**src/rtl/dvfs_pkg.sv**
```systemverilog
// Shared types and helpers for the per-domain DVFS sequencer.
// Holds the FSM state encoding, the code widths and the V/F safety curve.
package dvfs_pkg;

    localparam int VW   = 2;
    localparam int FW   = 3;
    localparam int NDOM = 3;

    typedef enum logic [2:0] {
        IDLE   = 3'd0,
        F_DN   = 3'd1,
        V_STEP = 3'd2,
        V_WAIT = 3'd3,
        F_UP   = 3'd4,
        F_WAIT = 3'd5
    } dvfs_state_t;

    // Highest frequency code that is safe at voltage code v: 2*v+1.
    function automatic logic [FW-1:0] fmax(input logic [VW-1:0] v);
        return {v, 1'b1};
    endfunction

endpackage

```
**src/rtl/dvfs_domain_seq.sv**
```systemverilog
// Single-domain V/F sequencer: clamps the target onto the safety curve, then
// walks voltage one code at a time with frequency moved on the safe side.
module dvfs_domain_seq
    import dvfs_pkg::*;
#(
    parameter int             V_SETTLE = 16,
    parameter int             F_SETTLE = 4,
    parameter int             CNT_W    = 8,
    parameter logic [VW-1:0]  RST_V    = 2'b01,
    parameter logic [FW-1:0]  RST_F    = 3'b010
) (
    input  logic            clk,
    input  logic            rst_n,
    input  logic [VW-1:0]   tgt_v,
    input  logic [FW-1:0]   tgt_f,
    input  logic            clr_clamp,
    output logic [VW-1:0]   v_out,
    output logic [FW-1:0]   f_out,
    output logic            busy,
    output logic            clamp_flag
);

    localparam logic [CNT_W-1:0] V_LOAD = CNT_W'(V_SETTLE - 1);
    localparam logic [CNT_W-1:0] F_LOAD = CNT_W'(F_SETTLE - 1);

    function automatic logic [FW-1:0] clamp_f(input logic [VW-1:0] v,
                                              input logic [FW-1:0] f);
        return (f > fmax(v)) ? fmax(v) : f;
    endfunction

    dvfs_state_t      state, state_nxt;
    logic [VW-1:0]    v_nxt, lv, lv_nxt, ctv;
    logic [FW-1:0]    f_nxt, lf, lf_nxt, ctf;
    logic [CNT_W-1:0] cnt, cnt_nxt;
    logic             ret_v, ret_v_nxt, flag_nxt;

    always_ff @(posedge clk or negedge rst_n) begin
        if (!rst_n) begin
            state      <= IDLE;
            v_out      <= RST_V;
            f_out      <= RST_F;
            lv         <= RST_V;
            lf         <= RST_F;
            cnt        <= '0;
            ret_v      <= 1'b0;
            clamp_flag <= 1'b0;
        end else begin
            state      <= state_nxt;
            v_out      <= v_nxt;
            f_out      <= f_nxt;
            lv         <= lv_nxt;
            lf         <= lf_nxt;
            cnt        <= cnt_nxt;
            ret_v      <= ret_v_nxt;
            clamp_flag <= flag_nxt;
        end
    end

    always_comb begin
        state_nxt = state;
        v_nxt     = v_out;
        f_nxt     = f_out;
        lv_nxt    = lv;
        lf_nxt    = lf;
        cnt_nxt   = cnt;
        ret_v_nxt = ret_v;
        flag_nxt  = clamp_flag & ~clr_clamp;
        ctv       = tgt_v;
        ctf       = clamp_f(tgt_v, tgt_f);

        case (state)
            IDLE: begin
                if ((ctv != v_out) || (ctf != f_out)) begin
                    lv_nxt = ctv;
                    lf_nxt = ctf;
                    // A clamp seen at sequence start beats a concurrent clear.
                    if (ctf != tgt_f)
                        flag_nxt = 1'b1;
                    if (ctf < f_out)
                        state_nxt = F_DN;
                    else if (ctv != v_out)
                        state_nxt = V_STEP;
                    else
                        state_nxt = F_UP;
                end
            end
            F_DN: begin
                f_nxt     = lf;
                cnt_nxt   = F_LOAD;
                ret_v_nxt = 1'b1;
                state_nxt = F_WAIT;
            end
            V_STEP: begin
                v_nxt     = (lv > v_out) ? v_out + 1'b1 : v_out - 1'b1;
                cnt_nxt   = V_LOAD;
                state_nxt = V_WAIT;
            end
            V_WAIT: begin
                if (cnt == '0) begin
                    if (v_out != lv)
                        state_nxt = V_STEP;
                    else if (lf > f_out)
                        state_nxt = F_UP;
                    else
                        state_nxt = IDLE;
                end else begin
                    cnt_nxt = cnt - 1'b1;
                end
            end
            F_UP: begin
                f_nxt     = lf;
                cnt_nxt   = F_LOAD;
                ret_v_nxt = 1'b0;
                state_nxt = F_WAIT;
            end
            F_WAIT: begin
                if (cnt == '0) begin
                    if (ret_v && (v_out != lv))
                        state_nxt = V_STEP;
                    else
                        state_nxt = IDLE;
                end else begin
                    cnt_nxt = cnt - 1'b1;
                end
            end
            default: state_nxt = IDLE;
        endcase
    end

    assign busy = (state != IDLE);

endmodule

```
**src/rtl/dvfs_sequencer.sv**
```systemverilog
// Three-domain DVFS sequencer top: unpacks targets into core1/core2/mem
// sequencers and repacks their applied codes and status.
module dvfs_sequencer
    import dvfs_pkg::*;
#(
    parameter int             V_SETTLE = 16,
    parameter int             F_SETTLE = 4,
    parameter int             CNT_W    = 8,
    parameter logic [VW-1:0]  RST_V    = 2'b01,
    parameter logic [FW-1:0]  RST_F    = 3'b010
) (
    input  logic                 clk,
    input  logic                 rst_n,
    input  logic [NDOM*VW-1:0]   tgt_v,
    input  logic [NDOM*FW-1:0]   tgt_f,
    input  logic                 clr_clamp,
    output logic [NDOM*VW-1:0]   v_out,
    output logic [NDOM*FW-1:0]   f_out,
    output logic [NDOM-1:0]      busy,
    output logic                 all_settled,
    output logic [NDOM-1:0]      clamp_flag
);

    // Domain index 0 is mem (LSBs), 1 is core2, 2 is core1 (MSBs).
    for (genvar d = 0; d < NDOM; d++) begin : g_dom
        dvfs_domain_seq #(
            .V_SETTLE (V_SETTLE),
            .F_SETTLE (F_SETTLE),
            .CNT_W    (CNT_W),
            .RST_V    (RST_V),
            .RST_F    (RST_F)
        ) u_seq (
            .clk        (clk),
            .rst_n      (rst_n),
            .tgt_v      (tgt_v[d*VW +: VW]),
            .tgt_f      (tgt_f[d*FW +: FW]),
            .clr_clamp  (clr_clamp),
            .v_out      (v_out[d*VW +: VW]),
            .f_out      (f_out[d*FW +: FW]),
            .busy       (busy[d]),
            .clamp_flag (clamp_flag[d])
        );
    end

    assign all_settled = ~|busy;

endmodule

```
**config.mk**
```make
export PLATFORM = sky130hd
export DESIGN_NAME = dvfs_sequencer
export DESIGN_NICKNAME = d
export VERILOG_FILES = /design/src/rtl/dvfs_pkg.sv /design/src/rtl/dvfs_domain_seq.sv /design/src/rtl/dvfs_sequencer.sv
export SDC_FILE = /design/constraint.sdc
export NUM_CORES = 1
export LEC_CHECK = 0
export CAP_MARGIN = 20
export CORE_AREA = 8 8 128 130
export CTS_BUF_LIST = sky130_fd_sc_hd__clkbuf_16
export DETAILED_ROUTE_END_ITERATION = 8
export DIE_AREA = 0 0 136 138
export GPL_TIMING_DRIVEN = 0
export PLACE_DENSITY = 0.51
export SLEW_MARGIN = 5
export SYNTH_ARGS = -nofsm -noshare
export SYNTH_HDL_FRONTEND = slang
export SYNTH_HIERARCHICAL = 1
export SYNTH_SLANG_ARGS = --single-unit
```
**constraint.sdc**
```tcl
create_clock -name clk -period 2.3 [get_ports clk]
set_clock_uncertainty 0.1 [all_clocks]
set_input_delay 0.46 -clock clk [delete_from_list [all_inputs] [get_ports clk]]
set_output_delay 0.46 -clock clk [all_outputs]
set_load 0.02 [all_outputs]
```
==> impl_metrics.yaml <==
setup_path:
  cp_slowest_stage_delay_ns: 0.34
  cpLargestDelayFamily: "compound AO/OA/AOI/OAI gates"
  critical_path_arrival_ns: 2.53
  cp_max_fo: 4
  end_kind: "flip-flop"
  timing.critical_path.buf_inv: 3
  crit_required_ns: 2.39
  criticalPathCategory: "primary input to flip-flop"
  reg2reg_slack_ns: -0.02
  path_common_cell: "ha_4"
  critical_path.cell_chain: "buf_12 -> inv_12 -> ha_4 -> a21oi_4 -> a31oi_2 -> mux2_4 -> ha_4 -> a221oi_4 -> buf_4 -> nor4_4 -> a211oi_2 -> o32ai_2"
  worst_path_max_delay_cell: "mux2_4"
  critical_path.startpoint_type: "primary input"
status:
  result_of_the_run: "finished, violations left"
  violations: "negative setup slack"
logic_synthesis:
  syn_avg_cell_area_um2: 8.85
  syn_inst: 552
  synth_async_sr_flop_share: 1.00
  unique_masters_post_synth: 63
  synth_ff_type: "dfrtp_1"
  yosys_register_bits: 69
  mappedNetlistArea_mm2: 0.00489
  mappedNetlistNets: 604
  seq_area_frac_synth: 0.356
  synth-edff-count: 0
  yosys_warnings: 6
cts:
  h_tree_depth: 3
  clock_tree.root_cell: "clkbuf_16"
  cts_made_buffers: 9
  clk_latency_ns: 0.33
  cts_num_sinks: 69
  cts_tree: "yes"
  cts_buffer_depth: 2
  cts.clk_slew.worst_paths_ns: 0.05
sta:
  hold_viol_final: 0
  min_period_over_period: 1.06
  final_critical_path_setup_slack_ns: -0.138
  timing.final.max_slew_violations: 0
  setup_tns_ns: -0.685
  period_needed_ns: 2.44
  max_freq_ghz: 0.410
  worst-slew-pin-transition_ns: 0.670
  grt_setup_unrepaired: "yes"
  slew-limit-headroom: 0.551
  setup-violations-final: 10
floorplan:
  floorplan.die_area_mm2: 0.0188
  initial_core_utilization: 0.341
  floorplan.die.height_um: 138
  fp-row-count: 44
  floorplan.io_pins: 40
  core_mm2: 0.0143
  die_w_um: 136
global_route:
  grt.total_usage: 0.143
  grt_pass1_wl_um: 21900
  via_count_of_the_first_global_routing_pass: 4394
  globalRoute.totalOverflow: 0
  grt_antenna_before_repair: 0
  grt_start_max_net_pins: 57
place:
  placed_cells: 776
  routability_congestion_estimate: 0.789
  hpwl_um: 9360
  place.port_buffers: 39
final_layout:
  final.fill_count: 1346
  layout-drive-gt1-share: 0.291
  nNetsFinal: 683
  area_growth_pct: 38.4
  mostFrequentLayoutCell: "dfrtp_1"
  antenna_cells_inserted: 0
  commonest_cells_after_routing_fill_and_taps_aside: "dfrtp_1, nand2_1, o21ai_0, inv_1, nor2_1"
  layout.cells.non_filler: 820
power_and_ir_drop:
  p_per_area_mw_per_mm2: 1330
  leakagePower_nw: 2.82
  worst_ir_drop_on_vdd_v: 0.000615
routing:
  route.detailed.drc: 0
  detail_route.iter0.violations: 296
  routed-via-count: 4359
  avgRoutedWirePerCell_um: 15.8
  route.detailed.vias_per_inst: 5.32
  routed_wl_um: 12900
  antenna_violating_nets_post_route: 0
  detail_route.first_pass.iterations: 5
job:
  total_of_max_cap_violations: 0
min_path:
  hold_path_class: "primary input to flip-flop"
==> worst paths after layout <==
path | start | endpoint | cells past startpoint
setup / recovery | tgt_v[3] | g_dom[1].u_seq/state[2] | 12
hold / removal | tgt_v[3] | g_dom[1].u_seq/lv[1] | 3
setup reg to reg | g_dom[1].u_seq/cnt[1] | g_dom[1].u_seq/state[2] | 8
hold reg to reg | g_dom[1].u_seq/lv[0] | g_dom[1].u_seq/lv[0] | 2
max in group asynchronous | rst_n | g_dom[0].u_seq/f_out[1] | 3
min in group asynchronous | rst_n | g_dom[2].u_seq/f_out[2] | 2
==> logic make-up after synthesis <==
family,Yosys count,share of synthesized area
simple gates,179,0.185
compound gates,158,0.219
flops,69,0.356
buf+inv,61,0.0538
xor+xnor,34,0.0609
fa+ha+maj,34,0.0870
mux,17,0.0381
==> stage by stage <==
| step | setup WS (ns) | power, mW | hold WS, ns | area (um2) | utilization |
|---|---|---|---|---|---|
| 4_1_cts | -0.153 | 8.76 | 0.258 | 6440 | 0.450 |
| 5_1_grt | -0.177 | 9.83 | 0.299 | 6770 | 0.473 |
| 3_5_place_dp | -1.21 | 7.06 | 0.238 | 5860 | 0.410 |
| 3_3_place_gp | -1.98 | 6.98 | 0.386 | 5840 | 0.408 |
| 2_1_floorplan | -0.199 | 5.80 | 0.0644 | 5220 | - |
| 6_report | -0.138 | 9.03 | 0.296 | 6770 | 0.473 |
==> flip-flops by register name, summed over array words and instances, names as in the netlist <==
signal / flops
g_dom.u_seq/cnt: 24
g_dom.u_seq/f_out: 9
g_dom.u_seq/lf: 9
g_dom.u_seq/state: 9
g_dom.u_seq/lv: 6
g_dom.u_seq/v_out: 6
g_dom.u_seq/clamp_flag: 3
g_dom.u_seq/ret_v: 3
==> routing by layer <==
layer | track usage | up-vias | wire length [um]
met4 | 0.0416 | 0 | 65
met5 | 0 | - | 0
met2 | 0.222 | 60 | 6200
met3 | 0.0391 | 4 | 474
met1 | 0.188 | 2145 | 6210
li1 | - | 2150 | -
==> power by group <==
part / leakage [nW] / switching (mW) / internal [mW]
logic: 1.86 / 2.92 / 2.51
registers: 0.810 / 0.488 / 1.79
clock network: 0.153 / 0.508 / 0.816
==> layout make-up <==
| type | instances | area (um2) | share of cell area |
|---|---|---|---|
| repair buffers | 70 | 706 | 0.104 |
| well taps | 184 | 230 | 0.0340 |
| plain buffers | 15 | 90.1 | 0.0133 |
| clock inverters | 7 | 52.6 | 0.00777 |
| inverters | 44 | 216 | 0.0320 |
| clock buffers | 9 | 225 | 0.0333 |
| flip-flops and latches | 69 | 1740 | 0.257 |
| multi-input cells | 422 | 3500 | 0.518 |
==> repair_timing <==
action	4_1_cts	5_1_grt
gates resized for setup	125	47
setup buffers	15	14
pin swaps	36	35
hold buffers	1	0
endpoints found under the setup margin	31	24
hold endpoints to repair	9	0
==> synth_stat cells (all sizes together), types with 4 or more instances <==
library cell | instances | share of area
inv | 43 | 0.033
xor2 | 20 | 0.036
o32ai | 8 | 0.017
nand2b | 7 | 0.0090
or3 | 5 | 0.0064
mux2i | 4 | 0.0082
and2 | 4 | 0.0061
dfrtp | 57 | 0.29
nor2 | 41 | 0.032
buf | 7 | 0.012
nand3 | 7 | 0.0072
o311ai | 4 | 0.011
nor4 | 9 | 0.012
a221o | 4 | 0.0082
a211oi | 4 | 0.0061
nand2 | 52 | 0.040
a22oi | 4 | 0.0061
mux2 | 13 | 0.030
ha | 34 | 0.087
nor2b | 15 | 0.019
dfstp | 12 | 0.065
xnor2 | 14 | 0.025
a31oi | 7 | 0.0090
o21ai | 52 | 0.053
or2 | 5 | 0.0064
nor3 | 22 | 0.027
a221oi | 4 | 0.0072
clkbuf | 10 | 0.0077
o21a | 8 | 0.012
a21oi | 33 | 0.034
==> worst reg2reg max path, cell delays in order (launching register included) <==
cell	delay, ns
dfrtp_1	0.38
inv_1	0.12
ha_4	0.16
or3b_2	0.47
or2_1	0.23
buf_6	0.14
and2_4	0.16
o21a_1	0.17
o32ai_2	0.28
No activity file was read; power rests on OpenSTA's default activity.
